==> src/rtl/bellek_hakem_pkg.sv <==
// Shared state/owner encodings and grant-vector layout for the memory-port arbiter.
package bellek_hakem_pkg;

    typedef enum logic [1:0] {
        BOSTA = 2'd0,
        ISTEK = 2'd1,
        YANIT = 2'd2
    } durum_t;

    typedef enum logic {
        SAHIP_L1B = 1'b0,
        SAHIP_L1V = 1'b1
    } sahip_t;

    localparam int unsigned IZIN_BIT = 2;
    localparam int unsigned IZIN_L1B = 0;
    localparam int unsigned IZIN_L1V = 1;

endpackage

==> src/rtl/iki_yollu_hakem.sv <==
// Two-input round-robin grant: on a tie the requester that did not win last time is granted.
module iki_yollu_hakem
    import bellek_hakem_pkg::*;
(
    input  logic                istek_b,
    input  logic                istek_v,
    input  sahip_t              son_sahip,
    input  logic                etkin,
    output logic [IZIN_BIT-1:0] izin
);

    always_comb begin
        izin = '0;
        if (etkin) begin
            if (istek_b && istek_v) begin
                if (son_sahip == SAHIP_L1B) begin
                    izin[IZIN_L1V] = 1'b1;
                end else begin
                    izin[IZIN_L1B] = 1'b1;
                end
            end else begin
                izin[IZIN_L1B] = istek_b;
                izin[IZIN_L1V] = istek_v;
            end
        end
    end

endmodule

==> src/rtl/bellek_hakem.sv <==
// Arbitrates the shared memory port between the I-cache (l1b) and D-cache (l1v) miss paths,
// one transaction in flight, with fetch-flush cancellation of instruction responses.
module bellek_hakem
    import bellek_hakem_pkg::*;
#(
    parameter int unsigned ADRES_BIT = 32,
    parameter int unsigned VERI_BIT  = 32,
    parameter int unsigned MASKE_BIT = VERI_BIT / 8
) (
    input  logic                 clk_i,
    input  logic                 rst_i,
    input  logic [ADRES_BIT-1:0] l1b_istek_adres_i,
    input  logic                 l1b_istek_gecerli_i,
    output logic                 l1b_istek_hazir_o,
    input  logic                 l1b_iptal_i,
    output logic [VERI_BIT-1:0]  l1b_yanit_veri_o,
    output logic                 l1b_yanit_gecerli_o,
    input  logic [ADRES_BIT-1:0] l1v_istek_adres_i,
    input  logic                 l1v_istek_yaz_i,
    input  logic [VERI_BIT-1:0]  l1v_istek_veri_i,
    input  logic [MASKE_BIT-1:0] l1v_istek_maske_i,
    input  logic                 l1v_istek_gecerli_i,
    output logic                 l1v_istek_hazir_o,
    output logic [VERI_BIT-1:0]  l1v_yanit_veri_o,
    output logic                 l1v_yanit_gecerli_o,
    output logic [ADRES_BIT-1:0] bellek_istek_adres_o,
    output logic                 bellek_istek_yaz_o,
    output logic [VERI_BIT-1:0]  bellek_istek_veri_o,
    output logic [MASKE_BIT-1:0] bellek_istek_maske_o,
    output logic                 bellek_istek_gecerli_o,
    input  logic                 bellek_istek_hazir_i,
    input  logic [VERI_BIT-1:0]  bellek_yanit_veri_i,
    input  logic                 bellek_yanit_gecerli_i,
    output logic                 bellek_yanit_hazir_o
);

    durum_t              durum;
    sahip_t              sahip;
    sahip_t              son_sahip;
    logic                iptal;
    logic [IZIN_BIT-1:0] izin;

    // A flushed fetch is not a candidate; grants only in BOSTA and never during reset.
    iki_yollu_hakem u_hakem (
        .istek_b   (l1b_istek_gecerli_i && !l1b_iptal_i),
        .istek_v   (l1v_istek_gecerli_i),
        .son_sahip (son_sahip),
        .etkin     ((durum == BOSTA) && !rst_i),
        .izin      (izin)
    );

    assign l1b_istek_hazir_o      = izin[IZIN_L1B];
    assign l1v_istek_hazir_o      = izin[IZIN_L1V];
    assign bellek_istek_gecerli_o = (durum == ISTEK);
    assign bellek_yanit_hazir_o   = (durum == YANIT);

    always_ff @(posedge clk_i) begin
        if (rst_i) begin
            durum                <= BOSTA;
            sahip                <= SAHIP_L1V;
            son_sahip            <= SAHIP_L1V;
            iptal                <= 1'b0;
            bellek_istek_adres_o <= '0;
            bellek_istek_yaz_o   <= 1'b0;
            bellek_istek_veri_o  <= '0;
            bellek_istek_maske_o <= '0;
            l1b_yanit_veri_o     <= '0;
            l1b_yanit_gecerli_o  <= 1'b0;
            l1v_yanit_veri_o     <= '0;
            l1v_yanit_gecerli_o  <= 1'b0;
        end else begin
            l1b_yanit_gecerli_o <= 1'b0;
            l1v_yanit_gecerli_o <= 1'b0;
            case (durum)
                BOSTA: begin
                    if (izin[IZIN_L1B]) begin
                        bellek_istek_adres_o <= l1b_istek_adres_i;
                        bellek_istek_yaz_o   <= 1'b0;
                        bellek_istek_veri_o  <= '0;
                        bellek_istek_maske_o <= '1;
                        sahip                <= SAHIP_L1B;
                        son_sahip            <= SAHIP_L1B;
                        durum                <= ISTEK;
                    end else if (izin[IZIN_L1V]) begin
                        bellek_istek_adres_o <= l1v_istek_adres_i;
                        bellek_istek_yaz_o   <= l1v_istek_yaz_i;
                        bellek_istek_veri_o  <= l1v_istek_veri_i;
                        bellek_istek_maske_o <= l1v_istek_maske_i;
                        sahip                <= SAHIP_L1V;
                        son_sahip            <= SAHIP_L1V;
                        durum                <= ISTEK;
                    end
                end
                ISTEK: begin
                    if ((sahip == SAHIP_L1B) && l1b_iptal_i) begin
                        iptal <= 1'b1;
                    end
                    if (bellek_istek_hazir_i) begin
                        durum <= YANIT;
                    end
                end
                YANIT: begin
                    if ((sahip == SAHIP_L1B) && l1b_iptal_i) begin
                        iptal <= 1'b1;
                    end
                    // A flush arriving with the response still discards it.
                    if (bellek_yanit_gecerli_i) begin
                        durum <= BOSTA;
                        iptal <= 1'b0;
                        if (sahip == SAHIP_L1V) begin
                            l1v_yanit_veri_o    <= bellek_yanit_veri_i;
                            l1v_yanit_gecerli_o <= 1'b1;
                        end else if (!(iptal || l1b_iptal_i)) begin
                            l1b_yanit_veri_o    <= bellek_yanit_veri_i;
                            l1b_yanit_gecerli_o <= 1'b1;
                        end
                    end
                end
                default: durum <= BOSTA;
            endcase
        end
    end

    yanit_protokol: assert property (@(posedge clk_i) disable iff (rst_i)
        bellek_yanit_gecerli_i |-> bellek_yanit_hazir_o);

endmodule

==> config.mk <==
export PLATFORM = sky130hd
export DESIGN_NAME = bellek_hakem
export DESIGN_NICKNAME = d
export VERILOG_FILES = /design/src/rtl/bellek_hakem_pkg.sv /design/src/rtl/iki_yollu_hakem.sv /design/src/rtl/bellek_hakem.sv
export SDC_FILE = /design/constraint.sdc
export NUM_CORES = 1
export LEC_CHECK = 0
export ABC_AREA = 1
export CORE_MARGIN = 2
export CORE_UTILIZATION = 43
export DETAILED_ROUTE_END_ITERATION = 8
export PLACE_DENSITY = 0.86
export SKIP_LAST_GASP = 1
export SLEW_MARGIN = 20
export SYNTH_ARGS = -nofsm -noshare
export SYNTH_HDL_FRONTEND = slang
export SYNTH_SLANG_ARGS = --single-unit
==> constraint.sdc <==
create_clock -name clk_i -period 2.5 [get_ports clk_i]
set_input_delay 0.75 -clock clk_i [delete_from_list [all_inputs] [get_ports clk_i]]
set_output_delay 0.75 -clock clk_i [all_outputs]
set_load 0.005 [all_outputs]
; ---- Yosys cells after proc, flatten, opt, wreduce, memory -nomap -nowiden
; Cells that the tools add are included.
[classes]
muxes = 23
n_reduce_logical = 16
bitwise_logic = 4
eq_ne = 5
[op_table]
columns = op, n
row1 = $mux 32, 4
row2 = $mux 2, 6
row3 = $mux 1, 9
row4 = $mux 4, 2
row5 = $pmux 2 s3, 1
row6 = $reduce_and 3->1, 2
row7 = $logic_and 1x1->1, 4
row8 = $not 1->1, 4
row9 = $reduce_and 4->1, 1
row10 = $reduce_bool 2->1, 2
row11 = $reduce_or 4->1, 1
row12 = $ne 3x3->1 const B, 1
row13 = $reduce_or 3->1, 1
row14 = $eq 2x1->1 const B, 1
row15 = $eq 2x2->1 const B, 1
row16 = $logic_not 1->1, 2
row17 = $logic_not 2->1, 1
row18 = $ne 2x1->1 const B, 1
row19 = $ne 2x2->1 const B, 1
row20 = $pmux 1 s2, 1
row21 = $reduce_and 2->1, 1
row22 = $logic_or 1x1->1, 1
[totals]
output_inout_bits = 139
in_bits = 140
regBits = 139

; ---- Logic depth before layout (Yosys ltp)
; Gate-level depths: netlist of run 1.
[logic_depth]
word_depth = 8
depth_mapped = 11
ltp_nobuf = 10

; ---- Modules after synthesis
; Synthesis of run 1 repeated with hierarchy kept, for this count alone.
[unflattened]
cells_unflattened = 740
hier_area_um2 = 5511.5
[by_module_without_submodules]
columns = module, cells_each, instances, area_per_inst_um2, seq_area_each_um2
row1 = bellek_hakem, 735, 1, 5490.3, 2782.7
row2 = iki_yollu_hakem, 5, 1, 21.3, 0.0

; ---- Worst setup path before layout of run 1
; OpenSTA, ideal clock, no wires.
[synth_timing]
path_type = input to output
start = input rst_i
end = output l1v_istek_hazir_o
path_stages = 7
slack_ns = 0.321
t_arrival_ns = 1.429
path_cell_list = buf_6 > inv_4 > nand2_2 > nor2_4 > nand2_4 > inv_2 > buf_6
[synth_via]
elab_chain_cells = 3
[synth_rtl]
columns = element, line
row1 = "start, declared", bellek_hakem.sv:11  ; input logic rst_i,
row2 = $logic_not 1->1, bellek_hakem.sv:48  ; .etkin ((durum == BOSTA) && !rst_i),
row3 = $logic_and 1x1->1, bellek_hakem.sv:48
row4 = $mux 2, iki_yollu_hakem.sv:14  ; if (etkin) begin
row5 = "end, declared", bellek_hakem.sv:23  ; output logic l1v_istek_hazir_o,
; Every way passes these cells.

; ---- Final worst setup path of run 1
[layout_timing]
start = input l1b_iptal_i
end = output l1v_istek_hazir_o
[layout_via]
elab_chain_cells = 5
[layout_rtl]
columns = element, line
row1 = "start, declared", bellek_hakem.sv:15  ; input logic l1b_iptal_i,
row2 = $logic_not 1->1, bellek_hakem.sv:45  ; .istek_b (l1b_istek_gecerli_i && !l1b_iptal_i),
row3 = $logic_and 1x1->1, bellek_hakem.sv:45
row4 = $logic_and 1x1->1, iki_yollu_hakem.sv:15  ; if (istek_b && istek_v) begin
row5 = $mux 2, iki_yollu_hakem.sv:15
row6 = $mux 2, iki_yollu_hakem.sv:14
; Every way passes these cells.

==> results of run 1 <==
## state kept, by name, summed over array words and instances, names as in the netlist
register,cells
bellek_istek_veri_o,32
bellek_istek_yaz_o,1
l1v_yanit_gecerli_o,1
durum,2
iptal,1
bellek_istek_adres_o,32
bellek_istek_maske_o,4
l1b_yanit_veri_o,32
l1b_yanit_gecerli_o,1
son_sahip,1
l1v_yanit_veri_o,32
## critical path, cell delays in order
cell and delay [ns]:
clkdlybuf4s50_1 0.46, nor2_4 0.16, nand2_2 0.08, nand2_4 0.07, inv_2 0.03, buf_2 0.13
## logic make-up after synthesis
logic type | synth area share [%]
flops | 51.58
fa+ha+maj | 0.9277
compound gates | 18.78
buf+inv | 8.952
simple gates | 19.76
## final cells by class
cell class	instances	area [um^2]	share of cell area [%]
Timing Repair Buffer	299	2965	33.64
Sequential cell	139	2783	31.57
Multi-Input combinational cell	464	2137	24.24
Clock buffer	19	432.9	4.911
Tap cell	168	210.2	2.385
Inverter	48	185.2	2.101
Clock inverter	12	101.3	1.150
## synthesized netlist by cell type
master and n:
a2111oi_0 1, a21oi_1 98, buf_2 7, buf_4 8, buf_6 9, clkbuf_1 27
dfxtp_1 139, ha_1 4, inv_1 42, inv_2 4, inv_4 2, nand2_1 138
nand2_2 2, nand2_4 2, nand3_1 34, nand3_4 1, nor2_1 79, nor2_2 1
nor2_4 2, o21ai_0 70, o21ai_1 30, o22ai_1 1, o31ai_1 1
## cell usage in the layout (no fill, tap or decap), types with 4 or more instances in the layout
cell             instances
clkinv_2                 6
dfxtp_1                139
a21oi_1                 98
inv_2                    5
clkbuf_16               17
nand3_1                 34
clkdlybuf4s50_1        274
buf_4                   18
ha_1                     4
nand2_1                137
o21ai_1                 30
o21ai_0                 70
inv_1                   41
nor2_1                  79
## power groups by stage
| stage | Combinational, mW | Clock [mW] | Sequential, mW |
|---|---|---|---|
| floorplan | 0.709 | 0 | 2.65 |
| global placement | 1.60 | 0 | 2.62 |
| detailed placement | 1.62 | 0 | 2.64 |
| CTS | 1.64 | 2.32 | 2.60 |
| global route | 1.80 | 2.41 | 2.62 |
| finish | 1.63 | 2.29 | 2.60 |
## metal layers
metal / vias up / track usage, % / part of all wire [%]
li1: 2821 / - / -
met1: 2474 / 27.96 / 39
met2: 212 / 41.91 / 49
met3: 49 / 9.153 / 7.4
met4: 0 / 12.54 / 4.4
met5: - / 0 / 0
## path summary, 6_finish.rpt
kind         depth (start not counted)               startpoint                        to
max                                  6              l1b_iptal_i         l1v_istek_hazir_o
min                                  2  bellek_istek_veri_o[19]   bellek_istek_veri_o[19]
min reg2reg                          2  bellek_istek_veri_o[19]   bellek_istek_veri_o[19]
max reg2reg                         10                 durum[0]  bellek_istek_adres_o[13]
## through the flow
| step | instance area [um^2] | util (%) |
|---|---|---|
| 6_report | 8815 | 72.78 |
| 2_1_floorplan | 5395 | - |
| 3_5_place_dp | 8280 | 68.37 |
| 5_1_grt | 8815 | 72.78 |
| 4_1_cts | 8812 | 72.76 |
| 3_3_place_gp | 8280 | 68.37 |
## what timing repair did
action | 4_1_cts | 5_1_grt
hold buffers | 0 | 0
setup endpoints to repair | 2 | 1
gates cloned | 0 | 0
gates resized for setup | 10 | 2
pin swaps | 1 | 2
==> impl_metrics.yaml, run 1 <==
clocking:
  cts-htree-levels: 4
  post_cts_buffers: 0
  cts_tree: "yes"
  clockBufferDepth: 2
  cts_sinks: 139
  cts_made_buffers: 17
  clkLatencyLatePin_ns: 0.42
  cts-root-buf: "clkbuf_16"
  path_clk_slew_ns: 0.06
job:
  cap_violations: 0
worst_setup_path:
  worstPathMaxFanout: 2
  startpoint_type: "primary input"
  required_ns: 1.75
  arrival_ns: 1.68
  end_kind: "output port"
  worstSetupPathType: "in -> out"
  r2r_slack_ns: 0.35
grt:
  grt-ovfl-total: 0
  grt_pass1_vias: 5315
  grt_usage_pct: 24.96
  grt_pass1_wl_um: 26120
  antenna_found_initial: 0
  grt_max_degree: 71
floorplanning:
  io_pins: 279
  die_w_um: 116.0
  dieArea_mm2: 0.01346
  die_y_um: 116.0
  start_util_pct: 44.55
  num_rows: 40
  core_mm2: 0.01211
layout:
  final_cells: 1149
  antennaDiodeCount: 0
  area_delta_synth_final_pct: 63.38
  fin_nets: 1113
  drive_above_1_share_pct: 7.034
  nFillCells: 936
power:
  p_comb_share_pct: 25.0
  seq_power_share_pct: 39.9
  clockPowerShare_pct: 35.1
  p_int_mw: 4.700
  switching_share_pct: 27.84
  p_leak_nw: 3.424
  p_total_mw: 6.513
  ir_drop_uv: 660.9
  p_switching_mw: 1.813
  power_density_mw_per_mm2: 738.9
timing:
  fin_setup_tns_ns: 0
  skew_ns: 0.01131
  fin_hold_ws_ns: 0.4573
  hold_violations: 0
  worstMarginPinSlew_ns: 0.7142
  relSlewSlack_pct: 52.39
  finalMaxSlewViolations: 0
  rsz0062_at_grt: "no"
  setup_viol: 0
  finalCritPeriodShare_pct: 97.27
  period_needed_ns: 2.432
  layout_setup_ws_ns: 0.06825
  max_freq_mhz: 411.2
synth:
  netlist_area_mm2: 0.005395
  syn-num-nets: 846
  ys_top_cells_by_area: "dfxtp_1 52%, nand2_1 9.6%, a21oi_1 9.1%"
  synth_cells: 702
  ys_warn_count: 0
  synth-seq-cells: 139
  yosysTopAreaCell: "dfxtp_1"
  syn_area_per_cell_um2: 7.685
  synth_cell_types: 23
  synth_top_area_share_pct: 51.58
  seq_area_frac_synth_pct: 51.58
placement:
  place_ws_ns: -0.3881
  numPortBuffers: 278
  dpl.cell_count: 1118
  gp_congestion: 0.8853
  dpl.hpwl_um: 11730
route:
  via_per_inst: 4.836
  firstDrtPassIters: 4
  drc: 0
  antenna_left: 0
  vias: 5556
  wire_per_inst_um: 14.69
  wirelength_um: 16880
  drtIter0Drc: 453
run_status:
  status: "completed"
worst_hold_path:
  hold_class: "reg -> reg"
(Power assumes the default switching activity.)
==> run 2, diff against run 1 <==
--- a/config.mk
+++ b/config.mk
@@ -11,7 +11,7 @@
 export DETAILED_ROUTE_END_ITERATION = 8
 export PLACE_DENSITY = 0.86
 export SKIP_LAST_GASP = 1
-export SLEW_MARGIN = 20
+export SLEW_MARGIN = 0
 export SYNTH_ARGS = -nofsm -noshare
 export SYNTH_HDL_FRONTEND = slang
 export SYNTH_SLANG_ARGS = --single-unit
==> results of run 2 <==
No change in the layout: final DEF, timing and power equal those of run 1.
==> run 3, diff against run 2 <==
--- a/config.mk
+++ b/config.mk
@@ -9,6 +9,7 @@
 export CORE_MARGIN = 2
 export CORE_UTILIZATION = 43
 export DETAILED_ROUTE_END_ITERATION = 8
+export HOLD_SLACK_MARGIN = 0.03
 export PLACE_DENSITY = 0.86
 export SKIP_LAST_GASP = 1
 export SLEW_MARGIN = 0
==> results of run 3 <==
No change in the layout: final DEF, timing and power equal those of run 1.
